==> src/rtl/dmux_reg_bank_pkg.sv <==
// Shared constants for the 16-bit register-bank family (RAM8 leaf, reused by
// the RAM64/RAM512 levels above it).
//   HACK_WORD_W    : data word width
//   RAM8_ADDR_W    : address width of one leaf bank
//   RAM8_DEPTH     : registers per leaf bank
//   HACK_WORD_ZERO : reset value of every storage word
package dmux_reg_bank_pkg;

  localparam int HACK_WORD_W = 16;
  localparam int RAM8_ADDR_W = 3;
  localparam int RAM8_DEPTH  = 1 << RAM8_ADDR_W;

  localparam logic [HACK_WORD_W-1:0] HACK_WORD_ZERO = 16'h0000;

endpackage : dmux_reg_bank_pkg

==> src/rtl/dmux_reg_bank_register16.sv <==
// register16: WIDTH-bit D register with load enable and asynchronous
// active-high clear. One instance per word of the bank.
//   clk  : rising-edge clock
//   rst  : asynchronous active-high clear
//   load : capture d on the next rising edge when high
//   d    : data in
//   q    : stored word
module register16
  import dmux_reg_bank_pkg::*;
#(
  parameter int WIDTH = HACK_WORD_W
) (
  input  logic             clk,
  input  logic             rst,
  input  logic             load,
  input  logic [WIDTH-1:0] d,
  output logic [WIDTH-1:0] q
);

  // NOTE: sequential state uses non-blocking assignments so every flop in the
  // bank samples its inputs from the same pre-edge values.
  always_ff @(posedge clk or posedge rst) begin
    if (rst) begin
      q <= WIDTH'(HACK_WORD_ZERO);
    end else if (load) begin
      q <= d;
    end
  end

endmodule : register16

==> src/rtl/dmux_reg_bank.sv <==
// dmux_reg_bank: RAM8-style leaf storage. One write word is demultiplexed to
// the register selected by addr; a 2:1 mux tree returns register[addr].
//   clk    : rising-edge clock
//   rst    : asynchronous active-high reset (clears all words and wr_ack)
//   in     : write data
//   load   : write enable, sampled on rising clk
//   addr   : shared read/write address
//   out    : register[addr], combinational, shows old data in the write cycle
//   wr_ack : high for the cycle after each accepted write
module dmux_reg_bank
  import dmux_reg_bank_pkg::*;
#(
  parameter int WIDTH  = HACK_WORD_W,
  parameter int ADDR_W = RAM8_ADDR_W,
  parameter int DEPTH  = 1 << ADDR_W
) (
  input  logic              clk,
  input  logic              rst,
  input  logic [WIDTH-1:0]  in,
  input  logic              load,
  input  logic [ADDR_W-1:0] addr,
  output logic [WIDTH-1:0]  out,
  output logic              wr_ack
);

  if (DEPTH != (1 << ADDR_W)) begin : g_depth_check
    $error("dmux_reg_bank: DEPTH (%0d) must equal 1 << ADDR_W (%0d)",
           DEPTH, 1 << ADDR_W);
  end

  // Heap-ordered read tree: node n has children 2n+1 / 2n+2, leaves sit at
  // DEPTH-1+i. The root is steered by the address MSB, so leaf order matches
  // register index order.
  logic [WIDTH-1:0] node [2*DEPTH-1];

  for (genvar i = 0; i < DEPTH; i++) begin : g_word
    logic word_load;

    // Load demux: exactly one word sees load when load is high.
    assign word_load = load && (addr == ADDR_W'(i));

    // NOTE: every storage word is reset; the bank is small and the interface
    // promises out = 0 for all addresses immediately after reset.
    register16 #(.WIDTH(WIDTH)) u_word (
      .clk  (clk),
      .rst  (rst),
      .load (word_load),
      .d    (in),
      .q    (node[DEPTH-1+i])
    );
  end

  for (genvar n = 0; n < DEPTH-1; n++) begin : g_mux
    localparam int LEVEL = $clog2(n + 2) - 1;
    localparam int SEL   = ADDR_W - 1 - LEVEL;

    assign node[n] = addr[SEL] ? node[2*n+2] : node[2*n+1];
  end

  assign out = node[0];

  always_ff @(posedge clk or posedge rst) begin
    if (rst) begin
      wr_ack <= 1'b0;
    end else begin
      wr_ack <= load;
    end
  end

endmodule : dmux_reg_bank

==> config.mk <==
export PLATFORM = sky130hd
export DESIGN_NAME = dmux_reg_bank
export DESIGN_NICKNAME = d
export VERILOG_FILES = /design/src/rtl/dmux_reg_bank_pkg.sv /design/src/rtl/dmux_reg_bank_register16.sv /design/src/rtl/dmux_reg_bank.sv
export SDC_FILE = /design/constraint.sdc
export NUM_CORES = 1
export LEC_CHECK = 0
export BUFFER_PORTS_ARGS = -buffer_cell sky130_fd_sc_hd__buf_2
export CAP_MARGIN = 30
export CORE_MARGIN = 10
export CORE_UTILIZATION = 40
export DETAILED_ROUTE_END_ITERATION = 8
export SYNTH_ARGS = -nofsm -noshare
export SYNTH_HDL_FRONTEND = slang
export SYNTH_SLANG_ARGS = --single-unit
export TNS_END_PERCENT = 5
==> constraint.sdc <==
create_clock -name clk -period 5.76 [get_ports clk]
set_clock_uncertainty 0.2 [all_clocks]
set_input_delay 1.152 -clock clk [delete_from_list [all_inputs] [get_ports clk]]
set_output_delay 1.152 -clock clk [all_outputs]
set_load 0.01 [all_outputs]
* Word level (Yosys, flattened, before mapping)
Cells that the tools add are included.
Word-level totals: register bits 129, input bits 22, output and inout bits 17, word-level logic and storage cells 32
Cells by class: equality and inequality tests 7, muxes and demuxes 7, reductions and logical operators 9
Operators by type and width (count):
- 16-bit two-way mux | 7
- 3-bit equality test (second input constant) | 4
- 1-bit logical AND | 8
- 3-bit by 2-bit equality test with 1-bit output (second input constant) | 2
- 3-bit by 1-bit equality test with 1-bit output (second input constant) | 1
- 3-bit logical NOT | 1

* Logic depth before layout (Yosys ltp)
Gate-level depths: netlist (run 1).
depth after elaboration 3, mapped depth 5

* By module
From an unflattened synthesis (run 1), not the netlist that was laid out.
Unflattened totals: cell total of the unflattened synthesis 442, area, all modules 6523.8 µm²
By module, submodules not included:
- register16 | instances 8, cells an instance 35, area each 653.1 µm², sequential area each 400.4 µm²
- dmux_reg_bank | instances 1, cells an instance 162, area each 1298.7 µm², sequential area each 25.0 µm²

* Least setup slack after synthesis (run 1)
No wires, ideal clock.
path kind input to output, start input port addr[1], end output port out[14], data arrival time 2281 ps, slack 2127 ps, cell stages on the path 4, path through buf_6 buf_6 mux4_1 mux2_2
Between the ends: cells in the longest elaborated chain, start to end 2
RTL lines:
- start, declared | RTL line dmux_reg_bank.sv:21 | input logic [ADDR_W-1:0] addr,
- 16-bit two-way mux | RTL line dmux_reg_bank.sv:57 | assign node[n] = addr[SEL] ? node[2*n+2] : node[2*n+1];
- 16-bit two-way mux (*) | RTL line dmux_reg_bank.sv:57
- end, declared | RTL line dmux_reg_bank.sv:22 | output logic [WIDTH-1:0] out,
Every way passes the cells marked *; elsewhere a longest branch is shown, timed or not.

* Worst setup path after layout (run 1)
start input port addr[1], end output port out[6]
Same word-level chain as after synthesis.

==> results of run 1 <==
-- per-layer routing --
metal / global-route usage [%] / up-vias
met2: 19.5 / 56
met3: 3.50 / 16
met5: 0 / -
met4: 4.31 / 0
met1: 16.8 / 1656
li1: - / 1389
-- worst min-delay path by stage --
stage	start	to	slack, ns	cells after the start
after CTS	g_word[3].u_word.q[7]	g_word[3].u_word.q[7]	0.30	1
after global routing	g_word[2].u_word.q[4]	g_word[2].u_word.q[4]	0.31	1
final	g_word[3].u_word.q[7]	g_word[3].u_word.q[7]	0.29	1
after global placement	g_word[5].u_word.q[3]	g_word[5].u_word.q[3]	0.27	1
after floorplan	g_word[5].u_word.q[3]	g_word[5].u_word.q[3]	0.26	1
after detailed placement	g_word[5].u_word.q[3]	g_word[5].u_word.q[3]	0.28	1
-- logic make-up after synthesis --
group                  after synthesis  share of synthesized area [%]
flip-flops                         129                           54.0
multiplexers                       176                           40.8
AND/OR/NAND/NOR                      8                           2.57
buffers and inverters               23                           2.68
-- flip-flops by register name, summed over array words and instances (netlist names) --
register,count
g_word.u_word.q,128
wr_ack,1
-- final cells by class --
type                            instances  area share (%)
Clock buffer                           18            6.24
Clock inverter                         14            1.91
Inverter                                1          0.0910
Multi-Input combinational cell        184            37.7
Sequential cell                       129            47.0
Tap cell                              184            3.35
Timing Repair Buffer                   44            3.71
-- critical path, delay by kind of cell --
family	cells	cell delay [ns]
muxes	2	0.88
buffers and inverters	3	1.03
-- placed cells by master (no fill, tap or decap) --
cell type / Yosys / final
mux2_2: 143 / 143
bufinv_16: 0 / 1
inv_4: 0 / 1
inv_6: 0 / 4
nor4b_4: 1 / 1
buf_16: 0 / 1
nand4b_4: 3 / 3
clkinv_2: 0 / 2
buf_2: 13 / 38
clkinvlp_4: 0 / 6
clkbuf_1: 0 / 1
nand4_4: 1 / 1
clkbuf_16: 0 / 17
buf_4: 5 / 5
mux4_1: 26 / 26
and4bb_2: 3 / 3
inv_8: 0 / 1
mux2_1: 1 / 1
dfrtp_1: 129 / 129
mux4_2: 6 / 6
-- power breakdown --
part	internal [mW]	switching [mW]
logic	0.291	0.165
registers	1.10	0.0898
clock network	0.599	0.418
-- stage by stage --
stage	setup WS, ns	area (sq um)	std cells	power [mW]
5_1_grt	1.26	6870	574	2.81
2_1_floorplan	0.967	5980	336	1.54
3_3_place_gp	1.37	6290	541	1.65
4_1_cts	1.32	6870	574	2.71
3_5_place_dp	1.32	6310	542	1.68
6_report	1.35	6870	574	2.67
==> flow_summary.yaml, run 1 <==
timing:
  setup_viol: 0
  rsz0062_at_grt: "no"
  hold_viol_final: 0
  worstMarginPinSlew_ns: 0.774
  slew_violations: 0
  fmax_mhz: 227
  hold_ws_ns: 0.293
  slew_headroom_pct: 48.4
  fin_setup_tns_ns: 0
  period_minus_slack_ns: 4.41
  final.period_utilization_pct: 76.6
cells_and_area:
  area_delta_synth_final_pct: 14.9
  drive_above_1_share_pct: 59.7
  seq_area_sq_mm: 0.00323
  utilization_pct: 47.1
  diodes: 0
  multi_input_area_sq_mm: 0.00259
  nets: 399
  num-fill-cells: 1265
critical_path:
  r2r-end: "g_word[5].u_word.q[3]"
  cp.required_ns: 4.41
  cp-end-kind: "primary output"
  r2r_slack_ns: 4.77
  crit_arrival_ns: 3.06
  r2r-start: "g_word[5].u_word.q[3]"
  slowest_delay_ns: 0.59
  crit_path_cell_trace: "buf_2 -> buf_4 -> mux4_1 -> mux2_2 -> buf_2"
  critPathKind: "input port to primary output"
  reg2regPathDepth: 1
  path_common_cell: "buf_2"
  crit_fanout: 22
  crit_end: "out[6]"
  cp-start-kind: "input port"
  cp_slowest_cell: "mux4_1"
  startpoint: "addr[1]"
place:
  io_buffers: 38
  hpwlAfterDp_um: 7140
  place_congestion: 0.728
synth:
  synthArstFlopShare_pct: 100
  synth_most_common_cell: "mux2_2"
  synth_common_cells: "mux2_2, dfrtp_1, mux4_1"
  yosysWarningCount: 0
  synth_seq_area_share_pct: 54.0
  synth-main-ff-cell: "dfrtp_1"
  synth_area_sq_mm: 0.00598
  avgSynthCellArea_sq_um: 17.8
  synth.largest_area_cell: "dfrtp_1"
  synth.distinct_cells: 14
  synthTopCellsByArea: "dfrtp_1, mux2_2, mux4_1"
  synth-edff-count: 0
  synthCells: 336
  syn_nets: 358
  netlist.area_leader.share_pct: 54.0
  synth-seq-cells: 129
drt:
  wl_met1_um: 5840
  first_iter_violations: 141
  ant_nets: 0
  wl_per_cell_um: 21.1
  wl_met3_um: 431
  via_per_inst: 5.43
  dr.pass1.iters: 4
  drt_wl_total_um: 12100
  dr_wl_met2_um: 5670
  drcViolationCount: 0
  highest_layer: "met4"
  vias: 3117
clocking:
  ctsHoldBuffers: 0
  clock_latency_ns: 0.41
  cts_sinks: 129
  cts_tree: "done"
  postCtsSetupRepairBufs: 0
  cts-resized-gates: 0
  cts_root_buf: "clkbuf_16"
  numCtsBuffers: 17
  clock_path_buffers: 2
  clkTransAtPathRegs_ns: 0.06
  htreeDepth: 4
global_routing:
  grtUsageTotal_pct: 12.6
  grt_pass1_vias: 3375
  grt_pass1_wl_um: 19600
  antenna_found_initial: 0
  grt_max_degree: 75
  grt-ovfl-total: 0
floorplan:
  ioPinCount: 39
  initial_core_util_pct: 41.0
  core_sq_mm: 0.0146
  die_y_um: 142
  die-width_um: 142
  die_area_sq_mm: 0.0202
  rows: 44
power:
  power.density_mw_per_mm2: 388
  p_leak_nw: 2.99
  ir_drop_mv: 0.213
flow_run:
  drv_cap: 0
min_path:
  hp-class: "flop to flop"
outcome:
  status: "finished, final reports clean"
Note: power is estimated with default switching activity, not from simulation.
==> inputs of run 2 (changes only) <==
- clock period: 5.76 -> 4.4 ns (I/O delays scaled with it)
==> run 2 against run 1 <==
  * Worst hold slack got worse by 0.0020 ns
  * Sequential power up 31%
  * Global-route usage up 0.096 points
  * Wire length rose by 0.17%
  * Die area is the same
  * First-iteration DRC count decreased by 1.4%
  * Sequential share of layout area is 0.46 points lower
  * Critical path depth is the same
  * Final cell count is 0.35% lower
  * Worst setup slack worse by 0.53 ns
  * Flip-flop and latch count is the same
==> flow_summary.yaml, run 2 (same netlist as run 1, synthesis figures left out) <==
cells_and_area:
  layout_commonest_cell: "mux2_2"
  fin_cells: 572
  num-fill-cells: 1224
  nets: 399
  top_regs: "g_word.u_word.q x128, wr_ack x1"
  top_register: "g_word.u_word.q"
  final_cell_mix: "mux2_2, dfrtp_1, buf_2, mux4_1, clkbuf_16"
  diodes: 0
  area_delta_synth_final_pct: 16.0
  drive_above_1_share_pct: 59.5
  largest_reg_flops: 128
power:
  p_comb_share_pct: 16.7
  ir_drop_mv: 0.280
  p_sw_mw: 0.814
  sequentialPowerShare_pct: 43.5
  pwr-share-clk_pct: 39.8
  switching_share_pct: 22.7
  p_leak_nw: 3.04
  power.internal_mw: 2.78
  power.density_mw_per_mm2: 517
  total_power_mw: 3.59
critical_path:
  crit_fanout: 18
  r2r_slack_ns: 3.42
  crit_arrival_ns: 2.50
  cp-start-kind: "input port"
  cp_slowest_cell: "mux4_1"
  critPathKind: "input port to primary output"
  cp.required_ns: 3.32
  cp-end-kind: "primary output"
  path_common_cell: "buf_2"
  crit_path_cell_trace: "buf_2 -> buf_12 -> mux4_1 -> mux2_2 -> buf_2"
  slowest_delay_ns: 0.57
timing:
  hold_viol_final: 0
  slew_headroom_pct: 49.8
  period_minus_slack_ns: 3.58
  rsz0062_at_grt: "no"
  slew_violations: 0
  fin_setup_tns_ns: 0
  worstMarginPinSlew_ns: 0.753
  setup_viol: 0
  final.period_utilization_pct: 81.4
  fmax_mhz: 279
global_routing:
  grtUsageTotal_pct: 12.7
  grt-ovfl-total: 0
  grt_pass1_wl_um: 19500
  grt_max_degree: 130
  grt_pass1_vias: 3422
  antenna_found_initial: 0
clocking:
  clkTransAtPathRegs_ns: 0.05
  cts_tree: "done"
  numCtsBuffers: 17
  clock_path_buffers: 2
  cts-resized-gates: 0
  clock_latency_ns: 0.42
  postCtsSetupRepairBufs: 0
  cts_sinks: 129
  ctsHoldBuffers: 0
  cts_root_buf: "clkbuf_16"
  htreeDepth: 4
floorplan:
  initial_core_util_pct: 41.0
  ioPinCount: 39
  die-width_um: 142
  die_y_um: 142
  rows: 44
  core_sq_mm: 0.0146
  die_area_sq_mm: 0.0202
place:
  place_inst: 542
  hpwlAfterDp_um: 7110
  place_congestion: 0.708
  io_buffers: 38
outcome:
  status: "finished, final reports clean"
drt:
  ant_nets: 0
  drt_wl_total_um: 12100
  wl_per_cell_um: 21.2
  first_iter_violations: 139
  vias: 3132
  via_per_inst: 5.48
  drcViolationCount: 0
  dr.pass1.iters: 6
min_path:
  hp-class: "flop to flop"
flow_run:
  drv_cap: 0
run 2: changes by cell type in the layout (fill, tap and decap cells not counted), sizes merged:
cell      previous run  this run
clkinvlp             6         1
clkbuf              18        26
bufinv               1         2
inv                  6         0
run 2: path summary, 6_finish.rpt:
check                                  startpoint                endpoint  cells after the start
max in group asynchronous                     rst   g_word[3].u_word.q[3]                      3
max                                       addr[1]                 out[11]                      5
min reg2reg                g_word[3].u_word.q[11]  g_word[3].u_word.q[11]                      1
max reg2reg                 g_word[5].u_word.q[3]   g_word[5].u_word.q[3]                      1
min                        g_word[3].u_word.q[11]  g_word[3].u_word.q[11]                      1
min in group asynchronous                     rst   g_word[7].u_word.q[8]                      3
run 2: critical path, delay by kind of cell:
kind / cells / cell delay [ns]
buf+inv: 3 / 0.75
mux: 2 / 0.85
run 2: final cells by class:
type / instances / area (sq um) / share of cell area, %
clock inverter: 4 / 70.1 / 1.01
multi-input combinational: 184 / 2590 / 37.4
inverter: 1 / 7.51 / 0.108
tap: 184 / 230 / 3.32
timing repair buffer: 44 / 273 / 3.93
clock buffer: 26 / 539 / 7.77
sequential: 129 / 3230 / 46.5
run 2: stage by stage:
step           instance area [sq um]  worst slack, ns  hold WS [ns]  util [%]
6_report                        6940            0.819         0.291      47.6
5_1_grt                         6940            0.721         0.305      47.6
4_1_cts                         6940            0.793         0.294      47.6
3_5_place_dp                    6330            0.801         0.282      43.4
3_3_place_gp                    6330            0.821         0.274      43.4
2_1_floorplan                   5990             1.31         0.256         -
run 2: power by group through the flow:
stage | Sequential [mW] | Combinational, mW | Clock [mW]
global placement | 1.57 | 0.597 | 0
detailed placement | 1.58 | 0.613 | 0
floorplan | 1.54 | 0.478 | 0
finish | 1.56 | 0.601 | 1.43
CTS | 1.56 | 0.617 | 1.45
global route | 1.59 | 0.663 | 1.52
run 2: metal layers:
| metal | global-route usage [%] | routed length (um) |
|---|---|---|
| met4 | 5.11 | 113 |
| met3 | 3.74 | 387 |
| met2 | 19.9 | 5860 |
| met1 | 16.3 | 5750 |
| met5 | 0 | 0 |
==> inputs of run 3 (changes only) <==
- clock period: 4.4 -> 2.9 ns (I/O delays scaled with it)
==> run 3 against run 2 <==
  * Sequential power is 52% higher
  * Global-route usage is 0.22 points higher
  * Register-to-register slack worse by 1.5 ns
==> flow_summary.yaml, run 3 (same netlist as run 1, synthesis figures left out) <==
outcome:
  status: "finished, final reports clean"
global_routing:
  grt-ovfl-total: 0
  grt_pass1_vias: 3542
  grt_max_degree: 70
  antenna_found_initial: 0
  grtUsageTotal_pct: 13.0
  grt_pass1_wl_um: 20000
flow_run:
  drv_cap: 0
critical_path:
  cp.required_ns: 2.12
  cp-start-kind: "input port"
  r2r_slack_ns: 1.92
  crit_fanout: 23
  crit_arrival_ns: 1.94
  critPathKind: "input port to primary output"
  cp-end-kind: "primary output"
place:
  hpwlAfterDp_um: 7940
  place_inst: 555
  io_buffers: 38
  pre_cts_ws_ns: 0.169
  place_congestion: 0.715
power:
  ir_drop_mv: 0.439
  pwr-share-clk_pct: 39.1
  p_comb_share_pct: 17.1
  switching_share_pct: 24.0
  p_sw_mw: 1.30
  p_leak_nw: 3.10
  power.internal_mw: 4.12
  sequentialPowerShare_pct: 43.8
  power.density_mw_per_mm2: 766
drt:
  dr.pass1.iters: 4
  ant_nets: 0
  via_per_inst: 5.47
  first_iter_violations: 129
  wl_per_cell_um: 21.3
  vias: 3219
  drcViolationCount: 0
  drt_wl_total_um: 12600
floorplan:
  initial_core_util_pct: 41.0
  ioPinCount: 39
  die_area_sq_mm: 0.0202
  core_sq_mm: 0.0146
  rows: 44
  die_y_um: 142
  die-width_um: 142
timing:
  slew_headroom_pct: 45.3
  setup_viol: 0
  setup_ws_ns: 0.181
  hold_ws_ns: 0.252
  rsz0062_at_grt: "no"
  fmax_mhz: 368
  fin_setup_tns_ns: 0
  hold_viol_final: 0
  worstMarginPinSlew_ns: 0.820
  final.period_utilization_pct: 93.8
  slew_violations: 0
  period_minus_slack_ns: 2.72
cells_and_area:
  seq_area_sq_mm: 0.00323
  top_regs: "g_word.u_word.q x128, wr_ack x1"
  multi_input_area_sq_mm: 0.00259
  fin_cells: 588
  num-fill-cells: 1227
  largest_reg_flops: 128
  nets: 413
  final_cell_mix: "mux2_2, dfrtp_1, buf_2, mux4_1, clkbuf_16"
  drive_above_1_share_pct: 61.1
  utilization_pct: 48.5
  layout_commonest_cell: "mux2_2"
  area_delta_synth_final_pct: 18.3
  diodes: 0
  top_register: "g_word.u_word.q"
min_path:
  hp-class: "input port to flop"
clocking:
  clock_latency_ns: 0.41
  clock_path_buffers: 2
  cts_root_buf: "clkbuf_16"
  numCtsBuffers: 17
  cts_sinks: 129
  postCtsSetupRepairBufs: 0
  clkTransAtPathRegs_ns: 0.05
  cts_tree: "done"
  htreeDepth: 4
[run 3: changes by cell type in the layout (fill, tap and decap cells not counted)]
cell / change
buf_12: +3
buf_4: +10
clkbuf_1: -1
clkbuf_8: -5
clkinv_4: +3
clkinvlp_4: +5
dlygate4sd3_1: +1
[run 3: what timing repair did]
item | in CTS | in global routing
gates resized for setup | 0 | 0
endpoints found under the hold margin | 12 | 0
hold buffers | 1 | 0
[run 3: power groups by stage]
stage / sequential, mW / clock, mW / combinational (mW)
after floorplan: 2.33 / 0 / 0.726
after global placement: 2.38 / 0 / 0.917
after detailed placement: 2.41 / 0 / 0.945
after CTS: 2.38 / 2.17 / 0.951
after global routing: 2.43 / 2.25 / 1.01
final: 2.37 / 2.12 / 0.925
[run 3: metrics by stage]
step	instance area (sq um)	power (mW)
2_1_floorplan	5990	3.06
3_3_place_gp	6470	3.30
5_1_grt	7080	5.68
6_report	7080	5.42
3_5_place_dp	6470	3.35
4_1_cts	7080	5.50
[run 3: final timing paths]
kind / from / to / cells after the start
min in group asynchronous: rst / g_word[1].u_word.q[8] / 3
min reg2reg: g_word[2].u_word.q[10] / g_word[2].u_word.q[10] / 1
max in group asynchronous: rst / g_word[0].u_word.q[1] / 4
max reg2reg: g_word[5].u_word.q[3] / g_word[5].u_word.q[3] / 1
min: load / wr_ack / 1
max: addr[1] / out[13] / 5
[run 3: per-layer routing]
layer  vias up  part of all wire [%]  track usage (%)
met5         -                     0                0
met2        42                    50             20.5
met4         0                   1.1             3.99
li1       1424                     -                -
met1      1740                    45             16.5
met3        13                   4.1             4.41
[run 3: worst max-delay path, stage by stage]
cell and delay, ns:
buf_2 0.14, buf_12 0.22, mux4_1 0.58, mux2_2 0.27
buf_2 0.14
[run 3: cell type report]
cell class                      count  area share (%)
Sequential cell                   129            45.6
Timing Repair Buffer               58            5.90
Inverter                            1           0.106
Clock inverter                     12            1.89
Multi-Input combinational cell    184            36.6
Tap cell                          184            3.25
Clock buffer                       20            6.59
